[src/rtl/phold_pkg.sv]
// Shared definitions for the PHOLD logical-process core: FSM encoding,
// default widths and random-field layout, and a saturating timestamp adder.
package phold_pkg;

    localparam int unsigned PKG_TW      = 16;
    localparam int unsigned PKG_MIN_GAP = 10;
    localparam int unsigned PKG_NIDB    = 3;
    localparam int unsigned PKG_NRB     = 12;
    localparam int unsigned PKG_OFFB    = 5;
    localparam int unsigned PKG_DLYB    = 3;
    localparam int unsigned PKG_FOB     = 2;
    localparam int unsigned PKG_CNTW    = 16;

    typedef enum logic [1:0] {
        StIdle,
        StWork,
        StEmit,
        StWait
    } state_e;

    // Add at PKG_TW+1 bits and clamp to all-ones on overflow.
    function automatic logic [PKG_TW-1:0] sat_add(input logic [PKG_TW-1:0] a,
                                                  input logic [PKG_TW-1:0] b);
        logic [PKG_TW:0] sum;
        sum = {1'b0, a} + {1'b0, b};
        return sum[PKG_TW] ? {PKG_TW{1'b1}} : sum[PKG_TW-1:0];
    endfunction

endpackage

[src/rtl/phold_ts_gen.sv]
// Combinational saturating timestamp generator:
// new_time = sat(local_time + MIN_GAP + offset).
module phold_ts_gen #(
    parameter int unsigned TW      = 16,
    parameter int unsigned OFFB    = 5,
    parameter int unsigned MIN_GAP = 10
) (
    input  logic [TW-1:0]   local_time,
    input  logic [OFFB-1:0] offset,
    output logic [TW-1:0]   new_time
);

    localparam logic [TW:0] GAP = (TW+1)'(MIN_GAP);

    logic [TW:0] sum;

    // Widen by one bit so the carry-out flags overflow for the clamp.
    always_comb begin
        sum      = {1'b0, local_time} + GAP + {{(TW+1-OFFB){1'b0}}, offset};
        new_time = sum[TW] ? {TW{1'b1}} : sum[TW-1:0];
    end

endmodule

[src/rtl/phold_core_mc.sv]
// PHOLD logical-process core: accepts one event, waits a random processing
// delay, then emits 1..2**FOB new events, each held until acknowledged.
// Flags causality violations (event older than GVT) and counts completed events.
module phold_core_mc
    import phold_pkg::*;
#(
    parameter int unsigned NIDB    = PKG_NIDB,
    parameter int unsigned NRB     = PKG_NRB,
    parameter int unsigned TW      = PKG_TW,
    parameter int unsigned MIN_GAP = PKG_MIN_GAP,
    parameter int unsigned OFFB    = PKG_OFFB,
    parameter int unsigned DLYB    = PKG_DLYB,
    parameter int unsigned FOB     = PKG_FOB,
    parameter int unsigned CNTW    = PKG_CNTW
) (
    input  logic            clk,
    input  logic            rst_n,
    input  logic            event_valid,
    input  logic [NIDB-1:0] event_id,
    input  logic [TW-1:0]   event_time,
    input  logic [TW-1:0]   global_time,
    input  logic [NRB-1:0]  random_in,
    output logic            ready,
    output logic [TW-1:0]   new_event_time,
    output logic [NIDB-1:0] new_event_target,
    output logic            new_event_ready,
    input  logic            ack,
    output logic            causality_err,
    output logic [CNTW-1:0] events_done
);

    state_e          state_q;
    logic [TW-1:0]   local_time_q;
    logic [DLYB-1:0] delay_q;
    logic [DLYB-1:0] dly_cnt_q;
    logic [FOB:0]    remaining_q;
    logic [TW-1:0]   ts_next;

    // The incoming id does not influence generated events; GVT is compared
    // directly in the accept cycle, so neither needs a holding register.
    logic unused_in;
    assign unused_in = ^{event_id, random_in};

    assign ready = (state_q == StIdle);

    phold_ts_gen #(
        .TW      (TW),
        .OFFB    (OFFB),
        .MIN_GAP (MIN_GAP)
    ) u_ts_gen (
        .local_time (local_time_q),
        .offset     (random_in[OFFB-1:0]),
        .new_time   (ts_next)
    );

    // Event FSM with registered outputs and bookkeeping counters.
    always_ff @(posedge clk or negedge rst_n) begin
        if (!rst_n) begin
            state_q          <= StIdle;
            local_time_q     <= '0;
            delay_q          <= '0;
            dly_cnt_q        <= '0;
            remaining_q      <= '0;
            new_event_time   <= '0;
            new_event_target <= '0;
            new_event_ready  <= 1'b0;
            causality_err    <= 1'b0;
            events_done      <= '0;
        end else begin
            unique case (state_q)
                StIdle: begin
                    if (event_valid) begin
                        if (event_time < global_time) begin
                            causality_err <= 1'b1;
                        end else begin
                            local_time_q <= event_time;
                            delay_q      <= random_in[DLYB-1:0];
                            remaining_q  <= {1'b0, random_in[DLYB+FOB-1:DLYB]} + (FOB+1)'(1);
                            dly_cnt_q    <= '0;
                            state_q      <= StWork;
                        end
                    end
                end
                StWork: begin
                    if (dly_cnt_q == delay_q) begin
                        state_q <= StEmit;
                    end else begin
                        dly_cnt_q <= dly_cnt_q + DLYB'(1);
                    end
                end
                StEmit: begin
                    new_event_time   <= ts_next;
                    new_event_target <= random_in[NRB-1 -: NIDB];
                    new_event_ready  <= 1'b1;
                    state_q          <= StWait;
                end
                StWait: begin
                    if (ack) begin
                        new_event_ready <= 1'b0;
                        remaining_q     <= remaining_q - (FOB+1)'(1);
                        if (remaining_q == (FOB+1)'(1)) begin
                            events_done <= events_done + CNTW'(1);
                            state_q     <= StIdle;
                        end else begin
                            state_q <= StEmit;
                        end
                    end
                end
                default: state_q <= StIdle;
            endcase
        end
    end

endmodule

[config.mk]
export PLATFORM = sky130hd
export DESIGN_NAME = phold_core_mc
export DESIGN_NICKNAME = d
export VERILOG_FILES = /design/src/rtl/phold_pkg.sv /design/src/rtl/phold_ts_gen.sv /design/src/rtl/phold_core_mc.sv
export SDC_FILE = /design/constraint.sdc
export NUM_CORES = 1
export LEC_CHECK = 0
export BUFFER_PORTS_ARGS = -buffer_cell sky130_fd_sc_hd__clkbuf_2
export CORE_ASPECT_RATIO = 1.1
export CORE_MARGIN = 2
export CORE_UTILIZATION = 35
export CTS_BUF_LIST = sky130_fd_sc_hd__clkbuf_8
export DETAILED_ROUTE_END_ITERATION = 7
export PLACE_DENSITY = 0.57
export SYNTH_ARGS = -nofsm -noshare
export SYNTH_HDL_FRONTEND = slang
export SYNTH_HIERARCHICAL = 1
export SYNTH_SLANG_ARGS = --single-unit
[constraint.sdc]
create_clock -name clk -period 2.8 [get_ports clk]
set_input_delay 0.42 -clock clk [delete_from_list [all_inputs] [get_ports clk]]
set_output_delay 0.42 -clock clk [all_outputs]
set_load 0.02 [all_outputs]
==> results_dict.tcl, run 1 <==
set metrics [dict create \
    post_cts_hold_buffer_count 0 \
    area_delta_synth_final_pct 21.6 \
    p_leak_nw 2.28 \
    syn_area_per_cell_sq_um 11.0 \
    summed_area_of_non_filler_cells_in_the_final_layout_sq_mm 0.00459 \
    ys_seq_elements 64 \
    cts.htree.levels 3 \
    synth.yosys.warnings 6 \
    globalRouteOverflowTotal 0 \
    hp-class "in -> async" \
    relSlewSlack 0.502 \
    worstSetupPathType "reg -> reg" \
    insertedDiodeCount 0 \
    yosysSeqAreaShare 0.425 \
    floorplan.core_area_sq_mm 0.0104 \
    total_of_max_cap_violations 0 \
    final_min_period_over_clock_period 0.895 \
    mostFrequentLayoutCell "clkbuf_2" \
    ys_types 52 \
    run_status "finished, final reports clean" \
    timing.critical_path.required_ns 3.04 \
    synthCells 344 \
    cp_slowest_stage_delay_ns 0.43 \
    grt_pass1_vias 2743 \
    drtIter0Drc 69 \
    routed_wl_um 7920 \
    area_of_the_die_sq_mm 0.0116 \
    critical_path_cell_sequence "inv_1 -> ha_1 -> inv_1 -> ha_1 -> fa_1 -> a211o_1 -> a21oi_1 -> buf_4 -> or3_1 -> nand3_1 -> mux2_2" \
    finalNonFillerCells 584 \
    synth_fp_nets 426 \
    setup_repair_after_global_routing_missed_its_margin "no" \
    power.density_mw_per_mm2 937 \
    max-vdd-ir-drop_mv 0.319 \
    drive_gt1_frac 0.349 \
    post_dp_cell_area_sq_mm 0.00440 \
    synth_enable_flop_cells 0 \
    critical_path.slowest_cell "fa_1" \
    grt_start_max_net_pins 35 \
    post-layout-total-power_w 0.00430 \
    routed_via_density 4.75 \
    clock-skew-final_ns 0.00482 \
    cts.reportedPaths.clkPinSlew_ns 0.07 \
    grt_antenna_before_repair 0 \
    tightest_pin_transition_ns 0.747 \
    postSynth.topFlopCell "dfrtp_1" \
    final-hold-violation-count 0 \
    first_pass_iters 4 \
    critical_path.startpoint "local_time_q[1]$_DFFE_PN0P_" \
    tritoncts.num_buffers 9 \
    synthesized_cell_area_sq_mm 0.00377 \
    setup_tns_ns 0 \
    vias 2773 \
    crit_path_start_kind "register" \
    cts_num_sinks 64 \
    floorplan.initialDensity 0.361 \
    insertion_delay_ns 0.35 \
    cts-root-to-sink-buffers 2 \
    routedWlPerCell_um 13.6 \
    endpoint_kind "register" \
    fp-row-count 39 \
    cts_tree "yes" \
    setup_violations 0 \
    io_buffer_count 81 \
    nNetsFinal 518 \
    root_buffer "clkbuf_8" \
    synthArstFlopShare 1.00 \
    critPathArrivalTime_ns 2.74 \
    layout_common_cells "80 x clkbuf_2, 64 x dfrtp_1, 34 x inv_1, 30 x ha_1, 27 x nand2_1" \
    report.final.slew_viol_count 0 \
    post_cts_buffers 0 \
    layout_min_cycle_time_ns 2.50 \
    post_cts_resize_count 0 \
    ios 89 \
    fmaxAchievable_mhz 399 \
    globalRouteTotalUtil 0.149 \
    regToRegStartpoint "local_time_q[1]$_DFFE_PN0P_" \
    dp_hpwl_um 6200 \
    first_pass_grt_wire_length_um 13200 \
    chipHeight_um 113 \
    drcViolationCount 0 \
    gp_routability_congestion 0.805 \
    detail-route-antenna-nets 0 \
    place_inst 568 \
    die_x_um 103 \
    critical_path_peak_fanout 10 \
    r2r.worst_path.cells 11 \
]
==> sequential cells by signal, summed over array words and instances, names as in the netlist <==
name,cells
local_time_q,16
delay_q,3
new_event_target,3
dly_cnt_q,3
remaining_q,3
events_done,16
causality_err,1
new_event_time,16
new_event_ready,1
state_q,2
==> worst paths after layout <==
| path | endpoint | slack (ns) |
|---|---|---|
| min | local_time_q[7]$_DFFE_PN0P_ | 0.13 |
| min in group clk | new_event_target[2]$_DFFE_PN0P_ | 0.30 |
| max | new_event_time[7]$_DFFE_PN0P_ | 0.30 |
| max reg2reg | new_event_time[7]$_DFFE_PN0P_ | 0.30 |
| min reg2reg | events_done[15]$_DFFE_PN0P_ | 0.47 |
| max in group asynchronous | causality_err$_DFFE_PN0P_ | 2.02 |
==> area by class of cell <==
class | count | area [sq um]
clock buffers | 12 | 165
well taps | 143 | 179
multi-input cells | 238 | 2000
inverters | 32 | 120
clock inverters | 4 | 20.0
fillers | 1035 | 5860
flip-flops and latches | 64 | 1600
repair buffers | 91 | 505
==> metal layers <==
layer / part of all wire / vias to the layer above / wire length, um / global-route usage
met5: 0 / - / 0 / 0
met4: 0.024 / 0 / 193 / 0.0763
met3: 0.032 / 12 / 254 / 0.0222
met2: 0.47 / 42 / 3760 / 0.234
met1: 0.47 / 1326 / 3720 / 0.198
li1: - / 1393 / - / -
==> power by group <==
part           leakage, nW  total (W)  internal [W]  switching, W
Sequential           0.800    0.00157       0.00129      0.000284
Clock                0.101   0.000750      0.000386      0.000364
Combinational         1.38    0.00198      0.000966       0.00101
==> logic make-up (layout without fill, tap and decap cells) <==
group | Yosys count | after routing | share of synthesized area
flops | 64 | 64 | 0.425
compound gates | 52 | 52 | 0.107
xor+xnor | 22 | 22 | 0.0511
fa+ha+maj | 31 | 31 | 0.105
simple gates | 91 | 91 | 0.131
buf+inv | 42 | 139 | 0.0468
mux | 42 | 42 | 0.135
==> worst max-delay path: cells and delay by family (launching register included) <==
family                   cells  cell delay, ns
buffers and inverters        3            0.26
multiplexers                 1            0.27
flip-flops                   1            0.35
AO/OA/AOI/OAI                2            0.44
AND/OR/NAND/NOR              2            0.19
adder cells (fa/ha/maj)      3            0.90
==> stage by stage <==
step           setup WS [ns]   util  hold WS (ns)
2_1_floorplan          0.188      -         0.124
3_3_place_gp          0.0921  0.422         0.454
3_5_place_dp          0.0596  0.422         0.460
4_1_cts                0.260  0.439         0.156
5_1_grt                0.163  0.439         0.185
6_report               0.295  0.439         0.127
==> cell usage after synthesis (all sizes together), types with 2 or more instances <==
library cell | number | area, sq um
nand3 | 16 | 80.1
or2 | 3 | 18.8
nand4 | 10 | 68.8
or4 | 3 | 23.8
ha | 30 | 375
dfrtp | 64 | 1600
o31ai | 3 | 22.5
a21oi | 13 | 65.1
o21ai | 11 | 58.8
buf | 8 | 48.8
inv | 32 | 120
o22ai | 3 | 18.8
xnor2 | 16 | 140
a2111oi | 2 | 55.1
nor2 | 10 | 37.5
nor2b | 3 | 18.8
and3 | 2 | 12.5
mux2 | 42 | 510
a221oi | 2 | 17.5
nand2 | 27 | 101
or3 | 3 | 23.8
nor3 | 4 | 31.3
a21o | 5 | 37.5
clkbuf | 2 | 7.51
and4 | 2 | 17.5
a211o | 2 | 18.8
nand2b | 5 | 38.8
o21a | 4 | 30.0
xor2 | 6 | 52.6
No activity file was read; power rests on OpenSTA's default activity.
==> inputs of run 2 (changes only) <==
--- a/config.mk
+++ b/config.mk
@@ -11,6 +11,7 @@
 export CORE_UTILIZATION = 35
 export CTS_BUF_LIST = sky130_fd_sc_hd__clkbuf_8
 export DETAILED_ROUTE_END_ITERATION = 7
+export MAX_ROUTING_LAYER = met4
 export PLACE_DENSITY = 0.57
 export SYNTH_ARGS = -nofsm -noshare
 export SYNTH_HDL_FRONTEND = slang
==> run 2 against run 1 <==
Against the previous run: design area unchanged; sequential cell count did not move; setup slack got worse by 0.00070 ns; non-clock buffer count is the same; register-to-register slack about the same; final cell count did not move; critical path depth unchanged; count of clock-buffer cells in the layout unchanged; critical path type unchanged.
==> results_dict.tcl, run 2 (synthesis gave the netlist of run 1 again) <==
set metrics [dict create \
    clock-skew-final_ns 0.00485 \
    detail-route-antenna-nets 0 \
    final-hold-violation-count 0 \
    layout_min_cycle_time_ns 2.51 \
    run_status "finished, final reports clean" \
    area_delta_synth_final_pct 21.6 \
    globalRouteTotalUtil 0.153 \
    hp-class "in -> async" \
    fp-row-count 39 \
    floorplan.initialDensity 0.361 \
    report.final.slew_viol_count 0 \
    io_buffer_count 81 \
    first_pass_grt_wire_length_um 13200 \
    clockPowerShare 0.174 \
    total_of_max_cap_violations 0 \
    ios 89 \
    mostFrequentLayoutCell "clkbuf_2" \
    tritoncts.num_buffers 9 \
    first_pass_iters 4 \
    setup_tns_ns 0 \
    fin_ws_ns 0.295 \
    dr_wl_met2_um 3760 \
    pre_cts_ws_ns 0.0596 \
    layout_common_cells "80 x clkbuf_2, 64 x dfrtp_1, 34 x inv_1, 30 x ha_1, 27 x nand2_1" \
    grt_start_max_net_pins 35 \
    power_dissipated_by_switching_net_loads_w 0.00166 \
    gp_routability_congestion 0.817 \
    post_cts_buffers 0 \
    p_leak_nw 2.28 \
    setup_repair_after_global_routing_missed_its_margin "no" \
    floorplan.core_area_sq_mm 0.0104 \
    grt_antenna_before_repair 0 \
    post_cts_hold_buffer_count 0 \
    insertion_delay_ns 0.35 \
    critical_path_peak_fanout 10 \
    routed_via_density 4.75 \
    cts_tree "yes" \
    post-layout-total-power_w 0.00430 \
    area_of_the_die_sq_mm 0.0116 \
    globalRouteOverflowTotal 0 \
    met3WireLength_um 247 \
    dp_hpwl_um 6200 \
    vias 2776 \
    p_sw_frac 0.386 \
    cts_num_sinks 64 \
    timing.critical_path.required_ns 3.04 \
    routedWlPerCell_um 13.6 \
    routed_wl_um 7930 \
    drt-met1-wl_um 3730 \
    cts-root-to-sink-buffers 2 \
    insertedDiodeCount 0 \
    holdWs_ns 0.127 \
    root_buffer "clkbuf_8" \
    reg.largest.list "events_done (16), local_time_q (16), new_event_time (16)" \
    chipHeight_um 113 \
    tightest_pin_transition_ns 0.746 \
    post_cts_resize_count 0 \
    drcViolationCount 0 \
    maxUsedRoutingLayer "met4" \
    grt_pass1_vias 2737 \
    drive_gt1_frac 0.349 \
    seq_power_share 0.365 \
    drtIter0Drc 69 \
    endpoint_kind "register" \
    worstSetupPathType "reg -> reg" \
    die_x_um 103 \
    nNetsFinal 518 \
    setup_violations 0 \
    p_comb_frac 0.460 \
    r2r.worst_path.cells 11 \
    critPathArrivalTime_ns 2.75 \
    crit_path_start_kind "register" \
    relSlewSlack 0.502 \
    max-vdd-ir-drop_mv 0.319 \
    power.density_mw_per_mm2 937 \
    cts.htree.levels 3 \
    internal-power_w 0.00264 \
    fmaxAchievable_mhz 399 \
    final_min_period_over_clock_period 0.895 \
    cts.reportedPaths.clkPinSlew_ns 0.07 \
]
run 2: cell counts in the layout (fill, tap and decap cells not counted):
Identical to the previous run, type by type.
run 2: through the flow:
stage          cells  cell area (sq um)  utilization
2_1_floorplan    344               3770            -
3_5_place_dp     568               4400        0.422
3_3_place_gp     568               4400        0.422
6_report         584               4590        0.439
4_1_cts          584               4590        0.439
5_1_grt          584               4590        0.439
run 2: worst paths after layout:
check,startpoint,to,slack [ns]
max,local_time_q[1]$_DFFE_PN0P_,new_event_time[7]$_DFFE_PN0P_,0.29
max reg2reg,local_time_q[1]$_DFFE_PN0P_,new_event_time[7]$_DFFE_PN0P_,0.29
min reg2reg,events_done[15]$_DFFE_PN0P_,events_done[15]$_DFFE_PN0P_,0.47
min,rst_n,local_time_q[7]$_DFFE_PN0P_,0.13
max in group asynchronous,rst_n,causality_err$_DFFE_PN0P_,2.02
min in group clk,random_in[11],new_event_target[2]$_DFFE_PN0P_,0.30
run 2: power groups by stage:
stage	Clock [W]	Combinational [W]	Sequential, W
CTS	0.000781	0.00201	0.00157
global route	0.000811	0.00222	0.00163
floorplan	0	0.00129	0.00173
global placement	0	0.00196	0.00158
detailed placement	0	0.00200	0.00159
finish	0.000750	0.00198	0.00157
run 2: cell type report:
class                   count  area (sq um)
clock buffers              12           165
repair buffers             91           505
well taps                 143           179
inverters                  32           120
fillers                  1035          5860
clock inverters             4          20.0
flip-flops and latches     64          1600
multi-input cells         238          2000
run 2: layer usage:
metal | up-vias | global-route usage
met4 | 0 | 0.0763
li1 | 1395 | -
met3 | 12 | 0.0210
met5 | - | -
met1 | 1327 | 0.199
met2 | 42 | 0.233
run 2: critical path, cell delays in order (launching register included):
cell and delay, ns:
dfrtp_1 0.35, inv_1 0.05, ha_1 0.26, inv_1 0.04, ha_1 0.21, fa_1 0.43, a211o_1 0.31, a21oi_1 0.13
buf_4 0.17, or3_1 0.11, nand3_1 0.08, mux2_2 0.27
==> inputs of run 3 (changes only) <==
--- a/config.mk
+++ b/config.mk
@@ -8,11 +8,11 @@
 export BUFFER_PORTS_ARGS = -buffer_cell sky130_fd_sc_hd__clkbuf_2
 export CORE_ASPECT_RATIO = 1.1
 export CORE_MARGIN = 2
-export CORE_UTILIZATION = 35
+export CORE_UTILIZATION = 50
 export CTS_BUF_LIST = sky130_fd_sc_hd__clkbuf_8
 export DETAILED_ROUTE_END_ITERATION = 7
 export MAX_ROUTING_LAYER = met4
-export PLACE_DENSITY = 0.57
+export PLACE_DENSITY = 0.76
 export SYNTH_ARGS = -nofsm -noshare
 export SYNTH_HDL_FRONTEND = slang
 export SYNTH_HIERARCHICAL = 1
==> run 3 against run 2 <==
Against the previous run: combinational power is essentially flat; first-iteration DRC count up 150%; largest cell class unchanged; design area fell by 1.6%.
==> results_dict.tcl, run 3 (synthesis gave the netlist of run 1 again) <==
set metrics [dict create \
    post_cts_hold_buffer_count 0 \
    max-vdd-ir-drop_mv 0.559 \
    insertion_delay_ns 0.34 \
    reg.largest.list "events_done (16), local_time_q (16), new_event_time (16)" \
    layout_min_cycle_time_ns 2.51 \
    tightest_pin_transition_ns 0.753 \
    globalRouteTotalUtil 0.207 \
    timing.critical_path.required_ns 3.02 \
    cts_tree "yes" \
    floorplan.core_area_sq_mm 0.00739 \
    cts_num_sinks 64 \
    total_of_max_cap_violations 0 \
    drcViolationCount 0 \
    gp_routability_congestion 0.880 \
    drtIter0Drc 171 \
    mostFrequentLayoutCell "clkbuf_2" \
    grt_antenna_before_repair 0 \
    grt_start_max_net_pins 37 \
    vias 2867 \
    layout_common_cells "81 x clkbuf_2, 64 x dfrtp_1, 33 x inv_1, 30 x ha_1, 27 x nand2_1" \
    nNetsFinal 516 \
    clock-skew-final_ns 0.0116 \
    critical_path_peak_fanout 10 \
    floorplan.initialDensity 0.510 \
    fp-row-count 33 \
    routed_via_density 5.45 \
    finalNonFillerCells 526 \
    final_min_period_over_clock_period 0.895 \
    critPathArrivalTime_ns 2.73 \
    setup_tns_ns 0 \
    detail-route-antenna-nets 0 \
    p_leak_nw 2.27 \
    place_inst 510 \
    globalRouteOverflowTotal 0 \
    final-hold-violation-count 0 \
    tritoncts.num_buffers 9 \
    root_buffer "clkbuf_8" \
    dp_hpwl_um 5970 \
    area_delta_synth_final_pct 19.7 \
    grt_pass1_vias 2743 \
    cts.htree.levels 3 \
    first_pass_grt_wire_length_um 12700 \
    first_pass_iters 4 \
    setup_repair_after_global_routing_missed_its_margin "no" \
    summed_area_of_non_filler_cells_in_the_final_layout_sq_mm 0.00451 \
    insertedDiodeCount 0 \
    post_dp_cell_area_sq_mm 0.00432 \
    io_buffer_count 81 \
    post_cts_resize_count 0 \
    crit_path_start_kind "register" \
    report.final.slew_viol_count 0 \
    power.density_mw_per_mm2 966 \
    routed_wl_um 7980 \
    run_status "finished, final reports clean" \
    routedWlPerCell_um 15.2 \
    worstSetupPathType "reg -> reg" \
    post_cts_buffers 0 \
    setup_violations 0 \
    chipHeight_um 95.1 \
    area_of_the_die_sq_mm 0.00825 \
    cts-root-to-sink-buffers 2 \
    fill_cells 613 \
    fmaxAchievable_mhz 399 \
    die_x_um 86.8 \
    relSlewSlack 0.498 \
    endpoint_kind "register" \
    drive_gt1_frac 0.349 \
    hp-class "in -> async" \
    ios 89 \
    cts.reportedPaths.clkPinSlew_ns 0.08 \
]
==> run 3: through the flow <==
step                 util  power [W]  setup slack, ns  hold WS [ns]
finish              0.611    0.00436            0.294         0.140
CTS                 0.611    0.00439            0.275         0.155
detailed placement  0.584    0.00357           0.0494         0.466
global route        0.611    0.00468            0.178         0.189
floorplan               -    0.00302            0.188         0.124
global placement    0.584    0.00348            0.112         0.453
==> run 3: final cells by class <==
type / count / area [sq um] / share of cell area
clock inverter: 6 / 60.1 / 0.0133
clock buffer: 10 / 138 / 0.0305
timing repair buffer: 89 / 490 / 0.109
sequential: 64 / 1600 / 0.355
multi-input combinational: 238 / 2000 / 0.442
tap: 87 / 109 / 0.0241
inverter: 32 / 120 / 0.0266
==> run 3: report_power, final <==
part / internal (W) / switching (W)
Sequential: 0.00129 / 0.000304
Clock: 0.000431 / 0.000366
Combinational: 0.000961 / 0.00101
Total: 0.00268 / 0.00168
==> run 3: worst max-delay path: stages, from the launching register on <==
cell	delay (ns)
dfrtp_1	0.35
inv_1	0.04
ha_1	0.26
inv_1	0.04
ha_1	0.21
fa_1	0.43
a211o_1	0.31
a21oi_1	0.13
buf_4	0.18
or4_1	0.11
nand3_1	0.07
mux2_2	0.27
==> run 3: final timing paths <==
check / startpoint / end / slack [ns] / depth (start not counted)
setup / recovery: local_time_q[1]$_DFFE_PN0P_ / new_event_time[15]$_DFFE_PN0P_ / 0.29 / 11
hold / removal: rst_n / local_time_q[8]$_DFFE_PN0P_ / 0.14 / 1
setup reg to reg: local_time_q[1]$_DFFE_PN0P_ / new_event_time[15]$_DFFE_PN0P_ / 0.29 / 11
hold reg to reg: events_done[15]$_DFFE_PN0P_ / events_done[15]$_DFFE_PN0P_ / 0.48 / 1
max in group asynchronous: rst_n / causality_err$_DFFE_PN0P_ / 2.00 / 2
min in group clk: random_in[9] / new_event_target[0]$_DFFE_PN0P_ / 0.31 / 2
==> run 3: layer usage <==
metal,global-route usage,routed length [um]
met3,0.0364,205
met4,0.0964,188
met1,0.249,3520
met5,-,0
met2,0.337,4070
